File: src/rtl/mips_cpu_pkg.sv
// Shared types and constants for the MIPS CPU memory arbiter.
package mips_cpu_pkg;

    // Arbiter sequencing states, one pass per CPU instruction
    typedef enum logic [2:0] {
        FETCH,
        SETTLE,
        DATA,
        COMMIT,
        HALT
    } arb_state_t;

    // Clears the byte-offset bits so every bus address is word aligned
    localparam logic [31:0] WORD_ALIGN_MASK = 32'hFFFF_FFFC;

    function automatic logic [31:0] word_align(input logic [31:0] addr);
        return addr & WORD_ALIGN_MASK;
    endfunction

endpackage

File: src/rtl/mips_cpu_bus_watchdog.sv
// Bus stall watchdog: counts consecutive waitrequest-high cycles of one
// transfer and flags a timeout on the TIMEOUT_CYCLES-th stall cycle.
module mips_cpu_bus_watchdog
    import mips_cpu_pkg::*;
#(
    parameter int unsigned TIMEOUT_CYCLES = 1024,
    parameter int unsigned TO_W           = 11
) (
    input  logic clk,
    input  logic reset,
    input  logic i_stall,
    input  logic i_done,
    output logic o_timeout
);

    logic [TO_W-1:0] r_count;

    // The current stall cycle is the last one tolerated
    assign o_timeout = i_stall && (r_count == TO_W'(TIMEOUT_CYCLES - 1));

    // Stall counter, cleared whenever a transfer completes or times out
    always_ff @(posedge clk) begin
        if (reset) begin
            r_count <= '0;
        end else if (i_done || o_timeout) begin
            r_count <= '0;
        end else if (i_stall) begin
            r_count <= r_count + 1'b1;
        end
    end

endmodule

File: src/rtl/mips_cpu_mem_arbiter.sv
// Shares one Avalon-MM port between CPU instruction fetch and data access.
// Each instruction runs FETCH -> SETTLE -> (DATA) -> COMMIT, and cpu_step
// pulses in COMMIT to clock-enable the CPU.
// Optional: define MIPS_CPU_MEM_ARB_TIMEOUT_EN to enable the stall watchdog.
module mips_cpu_mem_arbiter
    import mips_cpu_pkg::*;
#(
    parameter int unsigned TIMEOUT_CYCLES = 1024,
    parameter int unsigned TO_W           = 11
) (
    input  logic        clk,
    input  logic        reset,
    input  logic        cpu_active,
    input  logic [31:0] instr_address,
    output logic [31:0] instr_readdata,
    input  logic [31:0] data_address,
    input  logic        data_read,
    input  logic        data_write,
    input  logic [31:0] data_writedata,
    input  logic [3:0]  data_byteenable,
    output logic [31:0] data_readdata,
    output logic        cpu_step,
    output logic [31:0] avm_address,
    output logic        avm_read,
    output logic        avm_write,
    output logic [31:0] avm_writedata,
    output logic [3:0]  avm_byteenable,
    input  logic        avm_waitrequest,
    input  logic [31:0] avm_readdata,
    output logic        bus_error
);

    arb_state_t  r_state;
    arb_state_t  w_state_next;
    logic        r_fetch_busy;     // fetch strobe already issued, cpu_active no longer sampled
    logic [31:0] r_instr;
    logic [31:0] r_data_rd;
    logic [31:0] r_data_addr;
    logic [31:0] r_data_wdata;
    logic [3:0]  r_data_be;
    logic        r_data_is_write;
    logic        r_bus_error;

    logic        w_fetch_strobe;
    logic        w_data_phase;
    logic        w_xfer;
    logic        w_done;
    logic        w_timeout;

    // A halted CPU is only noticed on the first FETCH cycle, before any strobe
    assign w_fetch_strobe = (r_state == FETCH) && (r_fetch_busy || cpu_active);
    assign w_data_phase   = (r_state == DATA);
    assign w_xfer         = w_fetch_strobe || w_data_phase;
    assign w_done         = w_xfer && !avm_waitrequest;

`ifdef MIPS_CPU_MEM_ARB_TIMEOUT_EN
    logic w_stall;
    assign w_stall = w_xfer && avm_waitrequest;

    mips_cpu_bus_watchdog #(
        .TIMEOUT_CYCLES (TIMEOUT_CYCLES),
        .TO_W           (TO_W)
    ) u_watchdog (
        .clk       (clk),
        .reset     (reset),
        .i_stall   (w_stall),
        .i_done    (w_done),
        .o_timeout (w_timeout)
    );
`else
    logic [TO_W-1:0] w_unused_timeout_cfg;
    assign w_unused_timeout_cfg = TO_W'(TIMEOUT_CYCLES);
    assign w_timeout            = 1'b0;
`endif

    // State register
    always_ff @(posedge clk) begin
        if (reset) begin
            r_state <= FETCH;
        end else begin
            r_state <= w_state_next;
        end
    end

    // Next-state logic
    always_comb begin
        w_state_next = r_state;
        case (r_state)
            FETCH: begin
                if (!w_fetch_strobe || w_timeout) begin
                    w_state_next = HALT;
                end else if (w_done) begin
                    w_state_next = SETTLE;
                end
            end
            SETTLE: begin
                if (data_write || data_read) begin
                    w_state_next = DATA;
                end else begin
                    w_state_next = COMMIT;
                end
            end
            DATA: begin
                if (w_timeout) begin
                    w_state_next = HALT;
                end else if (w_done) begin
                    w_state_next = COMMIT;
                end
            end
            COMMIT:  w_state_next = FETCH;
            HALT:    w_state_next = HALT;
            default: w_state_next = FETCH;
        endcase
    end

    // Bus and commit outputs; strobes are forced low while reset is held
    always_comb begin
        avm_read       = 1'b0;
        avm_write      = 1'b0;
        cpu_step       = 1'b0;
        avm_address    = word_align(instr_address);
        avm_byteenable = 4'hF;
        if (r_state == DATA) begin
            avm_address    = r_data_addr;
            avm_byteenable = r_data_be;
        end
        if (!reset) begin
            case (r_state)
                FETCH:   avm_read = w_fetch_strobe;
                DATA: begin
                    avm_read  = !r_data_is_write;
                    avm_write = r_data_is_write;
                end
                COMMIT:  cpu_step = 1'b1;
                default: ;
            endcase
        end
    end

    assign avm_writedata  = r_data_wdata;
    assign instr_readdata = r_instr;
    assign data_readdata  = r_data_rd;
    assign bus_error      = r_bus_error;

    // Fetch handshake tracking and instruction latch
    always_ff @(posedge clk) begin
        if (reset) begin
            r_fetch_busy <= 1'b0;
            r_instr      <= '0;
        end else begin
            r_fetch_busy <= w_fetch_strobe && avm_waitrequest && !w_timeout;
            if (w_fetch_strobe && !avm_waitrequest) begin
                r_instr <= avm_readdata;
            end
        end
    end

    // Data request frozen in SETTLE so DATA holds a stable kind and address
    always_ff @(posedge clk) begin
        if (reset) begin
            r_data_addr     <= '0;
            r_data_be       <= '0;
            r_data_wdata    <= '0;
            r_data_is_write <= 1'b0;
        end else if (r_state == SETTLE) begin
            r_data_addr     <= word_align(data_address);
            r_data_be       <= data_byteenable;
            r_data_wdata    <= data_writedata;
            r_data_is_write <= data_write;
        end
    end

    // Load data latch
    always_ff @(posedge clk) begin
        if (reset) begin
            r_data_rd <= '0;
        end else if (w_data_phase && !r_data_is_write && !avm_waitrequest) begin
            r_data_rd <= avm_readdata;
        end
    end

    // Sticky error: read/write conflict, or watchdog expiry
    always_ff @(posedge clk) begin
        if (reset) begin
            r_bus_error <= 1'b0;
        end else if (((r_state == SETTLE) && data_read && data_write) || w_timeout) begin
            r_bus_error <= 1'b1;
        end
    end

endmodule

File: config.mk
export PLATFORM = sky130hd
export DESIGN_NAME = mips_cpu_mem_arbiter
export DESIGN_NICKNAME = d
export VERILOG_FILES = /design/src/rtl/mips_cpu_pkg.sv /design/src/rtl/mips_cpu_bus_watchdog.sv /design/src/rtl/mips_cpu_mem_arbiter.sv
export SDC_FILE = /design/constraint.sdc
export NUM_CORES = 1
export LEC_CHECK = 0
export ABC_AREA = 1
export CORE_MARGIN = 3
export CORE_UTILIZATION = 41
export DETAILED_ROUTE_END_ITERATION = 8
export PLACE_DENSITY = 0.81
export RECOVER_POWER = 50
export SLEW_MARGIN = 20
export SYNTH_ARGS = -nofsm -noshare
export SYNTH_HDL_FRONTEND = slang
export SYNTH_SLANG_ARGS = --single-unit
export TNS_END_PERCENT = 30
File: constraint.sdc
create_clock -name clk -period 1.9 [get_ports clk]
set_clock_uncertainty 0.05 [all_clocks]
set_input_delay 0.57 -clock clk [delete_from_list [all_inputs] [get_ports clk]]
set_output_delay 0.57 -clock clk [all_outputs]
set_load 0.005 [all_outputs]
# Word level (Yosys, flattened, before mapping)
# Index checks and enable logic that the tools add are counted.
dict set report totals {
  register_bits 136
  latchBits 0
  ram_bits 0
  rom_bits 0
  in_bits 138
  output_inout_bits 136
  elab_cells 43
  memories 0
}
dict set report op_classes {
  add_sub_neg 0
  multipliers 0
  div_mod_pow 0
  magnitude_cmp 0
  n_eq_ne 6
  shifts 0
  muxes 13
  n_bitwise 0
  reduce_logical 15
}
# op n
set op_table {}
lappend op_table {{$mux W32} 1}
lappend op_table {{$pmux W3 S4} 1}
lappend op_table {{$mux W3} 3}
lappend op_table {{$logic_and A1 B1 Y1} 8}
lappend op_table {{$eq A3 B2 Y1 const B} 2}
lappend op_table {{$mux W1} 6}
lappend op_table {{$mux W4} 1}
lappend op_table {{$eq A3 B1 Y1 const B} 1}
lappend op_table {{$eq A3 B3 Y1 const B} 1}
lappend op_table {{$logic_not A3 Y1} 1}
lappend op_table {{$logic_or A1 B1 Y1} 3}
lappend op_table {{$ne A3 B3 Y1 const B} 1}
lappend op_table {{$logic_not A1 Y1} 2}
lappend op_table {{$ne A2 B1 Y1 const B} 1}
lappend op_table {{$pmux W1 S2} 1}
lappend op_table {{$reduce_and A2 Y1} 1}

# Longest topological paths before layout
# Gate-level depths: netlist of run 1.
dict set report logic_depth {
  depth_word 7
  mapped_depth 7
  depth_no_buf 7
}

# Worst setup path after synthesis of run 1
# OpenSTA, ideal clock, no wires.
dict set report synth_timing {
  path_type {input to output}
  startpoint {in reset}
  endpoint {out avm_read}
  arrival_ns 1.193
  required_time_ns 1.280
  setup_slack_ns 0.087
  path_stages 3
  path_buffers 2
  cell_sequence {clkbuf_1 > clkbuf_1 > a21oi_1}
}
dict set report synth_via {
  elab_chain_len 1
}
# element line
set synth_lines {}
lappend synth_lines {{start, declared} mips_cpu_mem_arbiter.sv:12} ;# input logic reset,
lappend synth_lines {{$mux W1} mips_cpu_mem_arbiter.sv:127} ;# if (!reset) begin
lappend synth_lines {{end, declared} mips_cpu_mem_arbiter.sv:24} ;# output logic avm_read,
# Every way passes these cells.

# Worst setup path after layout of run 1
dict set report layout_timing {
  startpoint {reg r_state[2]}
  endpoint {out avm_address[7]}
}
dict set report layout_via {
  elab_chain_len 2
}
# element line
set layout_lines {}
lappend layout_lines {{start, declared} mips_cpu_mem_arbiter.sv:33} ;# arb_state_t r_state;
lappend layout_lines {{start signal, assigned} mips_cpu_mem_arbiter.sv:81} ;# r_state <= w_state_next;
lappend layout_lines {{$eq A3 B2 Y1} mips_cpu_mem_arbiter.sv:123} ;# if (r_state == DATA) begin
lappend layout_lines {{$mux W32} mips_cpu_mem_arbiter.sv:123}
lappend layout_lines {{end, declared} mips_cpu_mem_arbiter.sv:23} ;# output logic [31:0] avm_address,
# Every way passes these cells.

==> flow_summary.json, run 1 <==
{
  "failed_checks": "negative setup slack",
  "wl_met1_um": 6890,
  "total_power_mw": 8.74,
  "final_util_pct": 69.1,
  "total_leakage_power_nw": 4.21,
  "final-setup-viol-count": 37,
  "synth_area_sq_um": 5630,
  "met3_length_um": 1440,
  "die_h_um": 123,
  "die_area_sq_um": 15200,
  "p_clk_share_pct": 39.6,
  "drv_cap": 0,
  "tightest_slew_ns": 0.694,
  "dp_slack_ns": -0.671,
  "clk_latency_ns": 0.41,
  "drt-pass1-iter-count": 5,
  "synth-main-ff-cell": "dfxtp_1",
  "cts_tree": "done",
  "wl_per_cell_um": 14.3,
  "cp_max_fo": 9,
  "slew_headroom_pct": 53.7,
  "min_period_ns": 2.16,
  "dp.cells": 1233,
  "seq_power_share_pct": 37.6,
  "ant_nets": 0,
  "arrival_ns": 1.54,
  "path_class": "flop to primary output",
  "first_global_vias": 5699,
  "yosysTopAreaCell": "dfxtp_1",
  "hold_path.class": "flop to flop",
  "route.detailed.drc": 0,
  "cts_root_buf": "clkbuf_16",
  "ys_seq_area_share_pct": 48.4,
  "ir_drop_mv": 0.773,
  "fin_area_sq_um": 9220,
  "clock-sinks": 136,
  "drive_gt1_share_pct": 13.8,
  "min_period_over_period_pct": 113,
  "start_util_pct": 42.1,
  "area_growth_pct": 64.0,
  "synth_top_area_share_pct": 48.4,
  "routabilityCongestion": 0.793,
  "netlist_top_cells_count": "nand2_1, dfxtp_1, nor2_1, inv_1, a21oi_1",
  "yosysMostFrequentCell": "nand2_1",
  "grt_pass1_wl_um": 27900,
  "synthArstFlopShare_pct": 0,
  "htree_num_levels": 4,
  "drt_wl_total_um": 18200,
  "cts_hold_buf": 0,
  "ys_warn_count": 0,
  "status": "finished with violations",
  "dr.max_layer_used": "met4",
  "numCtsBuffers": 17,
  "end_kind": "primary output",
  "grt_use_total_pct": 23.4,
  "place_hpwl_um": 12100,
  "vias": 5980,
  "core_sq_um": 13300,
  "netlist_instances": 815,
  "synthTopCellsByArea": "dfxtp_1, nand2_1, nor2_1, inv_1, a21oi_1",
  "max_freq_mhz": 464,
  "p_comb_share_pct": 22.8,
  "synth-edff-count": 0,
  "synth.distinct_cells": 20,
  "p_switching_mw": 2.39,
  "portBuffers": 267,
  "drv_slew": 0,
  "met2_length_um": 9260,
  "p_int_mw": 6.35,
  "avgSynthCellArea_sq_um": 6.90,
  "cts_buffer_depth": 2,
  "hold_viol_final": 0,
  "grt_setup_unrepaired": "true",
  "powerDensity_nw_per_um2": 948,
  "grt_max_degree": 68,
  "crit_path_start_kind": "flop",
  "fin_nets": 1222,
  "rows": 42,
  "grt-ovfl-total": 0,
  "n_fill_cell": 1100,
  "required_ns": 1.28,
  "antenna_found_initial": 0,
  "diodes": 0,
  "setup_slack_ns": -0.256,
  "drt_iter0_drc": 449,
  "ys_ff_latch": 136,
  "place_area_sq_um": 8610,
  "clk_pin_slew_ns": 0.06,
  "switching_share_pct": 27.3,
  "io_pins": 274,
  "viasPerCell": 4.70,
  "layout.cells.non_filler": 1273,
  "die_w_um": 123
}
[through the flow]
stage / TNS (ns) / hold slack, ns
after CTS: -9.45 / 0.398
after floorplan: 0 / 0.375
after detailed placement: -34.95 / 0.389
final: -8.05 / 0.401
after global routing: -12.27 / 0.430
after global placement: -32.10 / 0.385
[registers in the layout, summed over array words and instances, names as in the netlist]
name,cells
r_state,3
r_fetch_busy,1
r_data_addr,30
r_data_be,4
avm_writedata,32
data_readdata,32
bus_error,1
r_data_is_write,1
instr_readdata,32
[final cells by class]
type / instances / area, sq um / share of cell area [%]
clock inverters: 13 / 178 / 1.93
flip-flops and latches: 136 / 2730 / 29.6
clock buffers: 19 / 443 / 4.80
multi-input cells: 517 / 2380 / 25.8
well taps: 176 / 220 / 2.39
repair buffers: 304 / 2870 / 31.1
inverters: 108 / 405 / 4.40
[layout by cell type, fill, tap and decap left out, types with 3 or more instances in the layout]
| cell | count |
|---|---|
| a21oi_1 | 67 |
| inv_1 | 105 |
| bufinv_16 | 4 |
| dlygate4sd2_1 | 45 |
| nand2_1 | 185 |
| clkinv_2 | 5 |
| o21ai_0 | 34 |
| clkdlybuf4s50_1 | 139 |
| buf_6 | 3 |
| clkbuf_4 | 3 |
| dfxtp_1 | 132 |
| clkbuf_16 | 18 |
| o21ai_2 | 12 |
| buf_12 | 8 |
| nor2_4 | 3 |
| nand2_4 | 5 |
| o21ai_1 | 19 |
| clkdlybuf4s25_1 | 44 |
| nand4_1 | 33 |
| buf_2 | 34 |
| nand2_2 | 13 |
| nor2_1 | 133 |
| clkbuf_2 | 3 |
| dfxtp_2 | 4 |
| buf_4 | 17 |
| inv_2 | 3 |
[critical path, cell delays in order, from the launching register on]
cell	delay [ns]
dfxtp_2	0.33
nor2_4	0.13
nand2_4	0.08
buf_12	0.15
buf_6	0.14
o21ai_2	0.14
buf_2	0.13
[what timing repair did]
item | CTS | global route
setup endpoints to repair | 82 | 83
buffers inserted | 6 | 1
gates cloned | 2 | 1
pin swaps | 4 | 2
resized for setup | 236 | 86
[worst paths after layout]
check	start	to	slack [ns]	depth (start not counted)
setup / recovery	r_state[2]$_SDFFE_PP0P_	avm_address[7]	-0.26	6
hold / removal	r_data_be[3]$_SDFFE_PP0P_	r_data_be[3]$_SDFFE_PP0P_	0.40	2
setup reg to reg	r_state[2]$_SDFFE_PP0P_	r_data_addr[29]$_SDFFE_PP0P_	0.03	7
hold reg to reg	r_data_be[3]$_SDFFE_PP0P_	r_data_be[3]$_SDFFE_PP0P_	0.40	2
[metal layers]
| layer | track usage, % | vias up |
|---|---|---|
| li1 | - | 3052 |
| met1 | 26.8 | 2671 |
| met2 | 38.5 | 210 |
| met3 | 8.74 | 47 |
| met4 | 11.1 | 0 |
| met5 | 0 | - |
[power groups by stage]
stage | Clock [mW] | Sequential [mW] | Combinational (mW)
final | 3.46 | 3.29 | 1.99
after global routing | 3.64 | 3.32 | 2.22
after CTS | 3.53 | 3.29 | 2.04
after detailed placement | 0 | 3.34 | 2.03
after global placement | 0 | 3.33 | 2.01
after floorplan | 0 | 3.36 | 0.874
[kinds of logic after synthesis]
kind of cell           after synthesis  synth area share (%)
other                                1                0.0667
and+or+nand+nor                    380                  27.5
AOI/OAI and AO/OA                  135                  12.0
DFF                                136                  48.4
buffers and inverters              163                  12.0
(Power assumes the default switching activity.)
==> run 2, diff against run 1 <==
RECOVER_POWER = 100   (was 50)
==> flow_summary.json, run 2 (synthesized netlist as in run 1, its figures left out) <==
{
  "status": "finished with violations",
  "grt-ovfl-total": 0,
  "required_ns": 1.28,
  "drv_slew": 0,
  "cts_root_buf": "clkbuf_16",
  "min_path_cells": 2,
  "path_class": "flop to primary output",
  "htree_num_levels": 4,
  "hold_viol_final": 0,
  "cp_slowest_cell": "dfxtp_2",
  "path_cells": "nor2_4 > nand2_4 > buf_12 > buf_6 > o21ai_2 > buf_2",
  "powerDensity_nw_per_um2": 948,
  "io_pins": 274,
  "layout.cells.non_filler": 1273,
  "final_util_pct": 69.0,
  "route.detailed.drc": 0,
  "grt_use_total_pct": 23.4,
  "r2r_start": "r_state[2]$_SDFFE_PP0P_",
  "drt-pass1-iter-count": 5,
  "die_area_sq_um": 15200,
  "diodes": 0,
  "ant_nets": 0,
  "place_hpwl_um": 12100,
  "clk_latency_ns": 0.41,
  "cpPeakStageDelay_ns": 0.33,
  "area_growth_pct": 63.8,
  "cp_max_fo": 9,
  "grt_setup_unrepaired": "true",
  "die_h_um": 123,
  "viasPerCell": 4.69,
  "grt_max_degree": 68,
  "cts_buffer_depth": 2,
  "place_area_sq_um": 8610,
  "min_period_ns": 2.16,
  "end_kind": "primary output",
  "drv_cap": 0,
  "clock-sinks": 136,
  "cts_hold_buf": 0,
  "arrival_ns": 1.54,
  "drt_wl_total_um": 18200,
  "core_sq_um": 13300,
  "vias": 5965,
  "tightest_slew_ns": 0.693,
  "max_freq_mhz": 463,
  "fin_area_sq_um": 9210,
  "die_w_um": 123,
  "whs_ns": 0.401,
  "hold_path.class": "flop to flop",
  "numCtsBuffers": 17,
  "drt_iter0_drc": 448,
  "cts_tree": "done",
  "wl_per_cell_um": 14.3,
  "slew_headroom_pct": 53.8,
  "setup_slack_ns": -0.258,
  "dp.cells": 1233,
  "portBuffers": 267,
  "fin_nets": 1222,
  "timing.rr.end": "r_data_addr[29]$_SDFFE_PP0P_",
  "min_to": "r_data_be[3]$_SDFFE_PP0P_",
  "first_global_vias": 5699,
  "failed_checks": "negative setup slack",
  "min_period_over_period_pct": 114,
  "final-setup-viol-count": 37,
  "start_util_pct": 42.1,
  "drive_gt1_share_pct": 13.6,
  "layout_commonest_cell": "nand2_1",
  "crit_path_start_kind": "flop",
  "rrSetupSlack_ns": 0.03,
  "antenna_found_initial": 0,
  "grt_pass1_wl_um": 27900,
  "total_leakage_power_nw": 4.20,
  "ir_drop_mv": 0.773,
  "total_power_mw": 8.73,
  "hold_start": "r_data_be[3]$_SDFFE_PP0P_",
  "rows": 42,
  "reg2reg_depth": 7,
  "path_buf_inv": 3,
  "final_cell_mix": "nand2_1, clkdlybuf4s50_1, nor2_1, dfxtp_1, inv_1",
  "routabilityCongestion": 0.793,
  "crit_family": "buffers and inverters",
  "clk_pin_slew_ns": 0.06
}
## run 2: worst max path at each step
stage / slack [ns] / startpoint / depth (start not counted) / to
6_report: -0.26 / r_state[2]$_SDFFE_PP0P_ / 6 / avm_address[7]
3_3_place_gp: -0.66 / cpu_active / 6 / avm_read
3_5_place_dp: -0.67 / cpu_active / 6 / avm_read
4_1_cts: -0.34 / r_state[0]$_SDFFE_PP0P_ / 7 / avm_address[26]
5_1_grt: -0.33 / r_state[2]$_SDFFE_PP0P_ / 6 / avm_address[18]
2_1_floorplan: 0.09 / reset / 3 / avm_read
## run 2: through the flow
stage	setup TNS, ns	worst slack, ns
floorplan	0	0.0866
global placement	-32.10	-0.657
detailed placement	-34.95	-0.671
CTS	-9.45	-0.336
global route	-12.28	-0.328
finish	-8.08	-0.258
## run 2: area by class of cell
type / instances / area, sq um
multi-input combinational: 517 / 2370
clock inverter: 13 / 178
tap: 176 / 220
timing repair buffer: 304 / 2870
fill: 1102 / 4140
inverter: 108 / 405
sequential: 136 / 2730
clock buffer: 19 / 443
## run 2: timing repair
item,in CTS,in global routing
gates resized for setup,236,86
pin swaps,4,2
setup endpoints to repair,82,83
buffers inserted,6,1
gates cloned,2,1
## run 2: worst min-delay path: stages, from the launching register on
cell and delay [ns]:
dfxtp_1 0.30, inv_1 0.06, a21oi_1 0.05
## run 2: per-layer routing
layer	vias up	wire length [um]	share of wire, %	track usage (%)
met2	210	9260	51	38.5
met1	2658	6930	38	26.8
met5	-	0	0	0
li1	3052	-	-	-
met4	0	557	3.1	11.1
met3	45	1460	8.0	8.74
## run 2: power breakdown
group	switching, mW	total [mW]	internal [mW]
sequential	0.127	3.29	3.16
combinational	1.02	1.98	0.959
clock	1.24	3.46	2.22
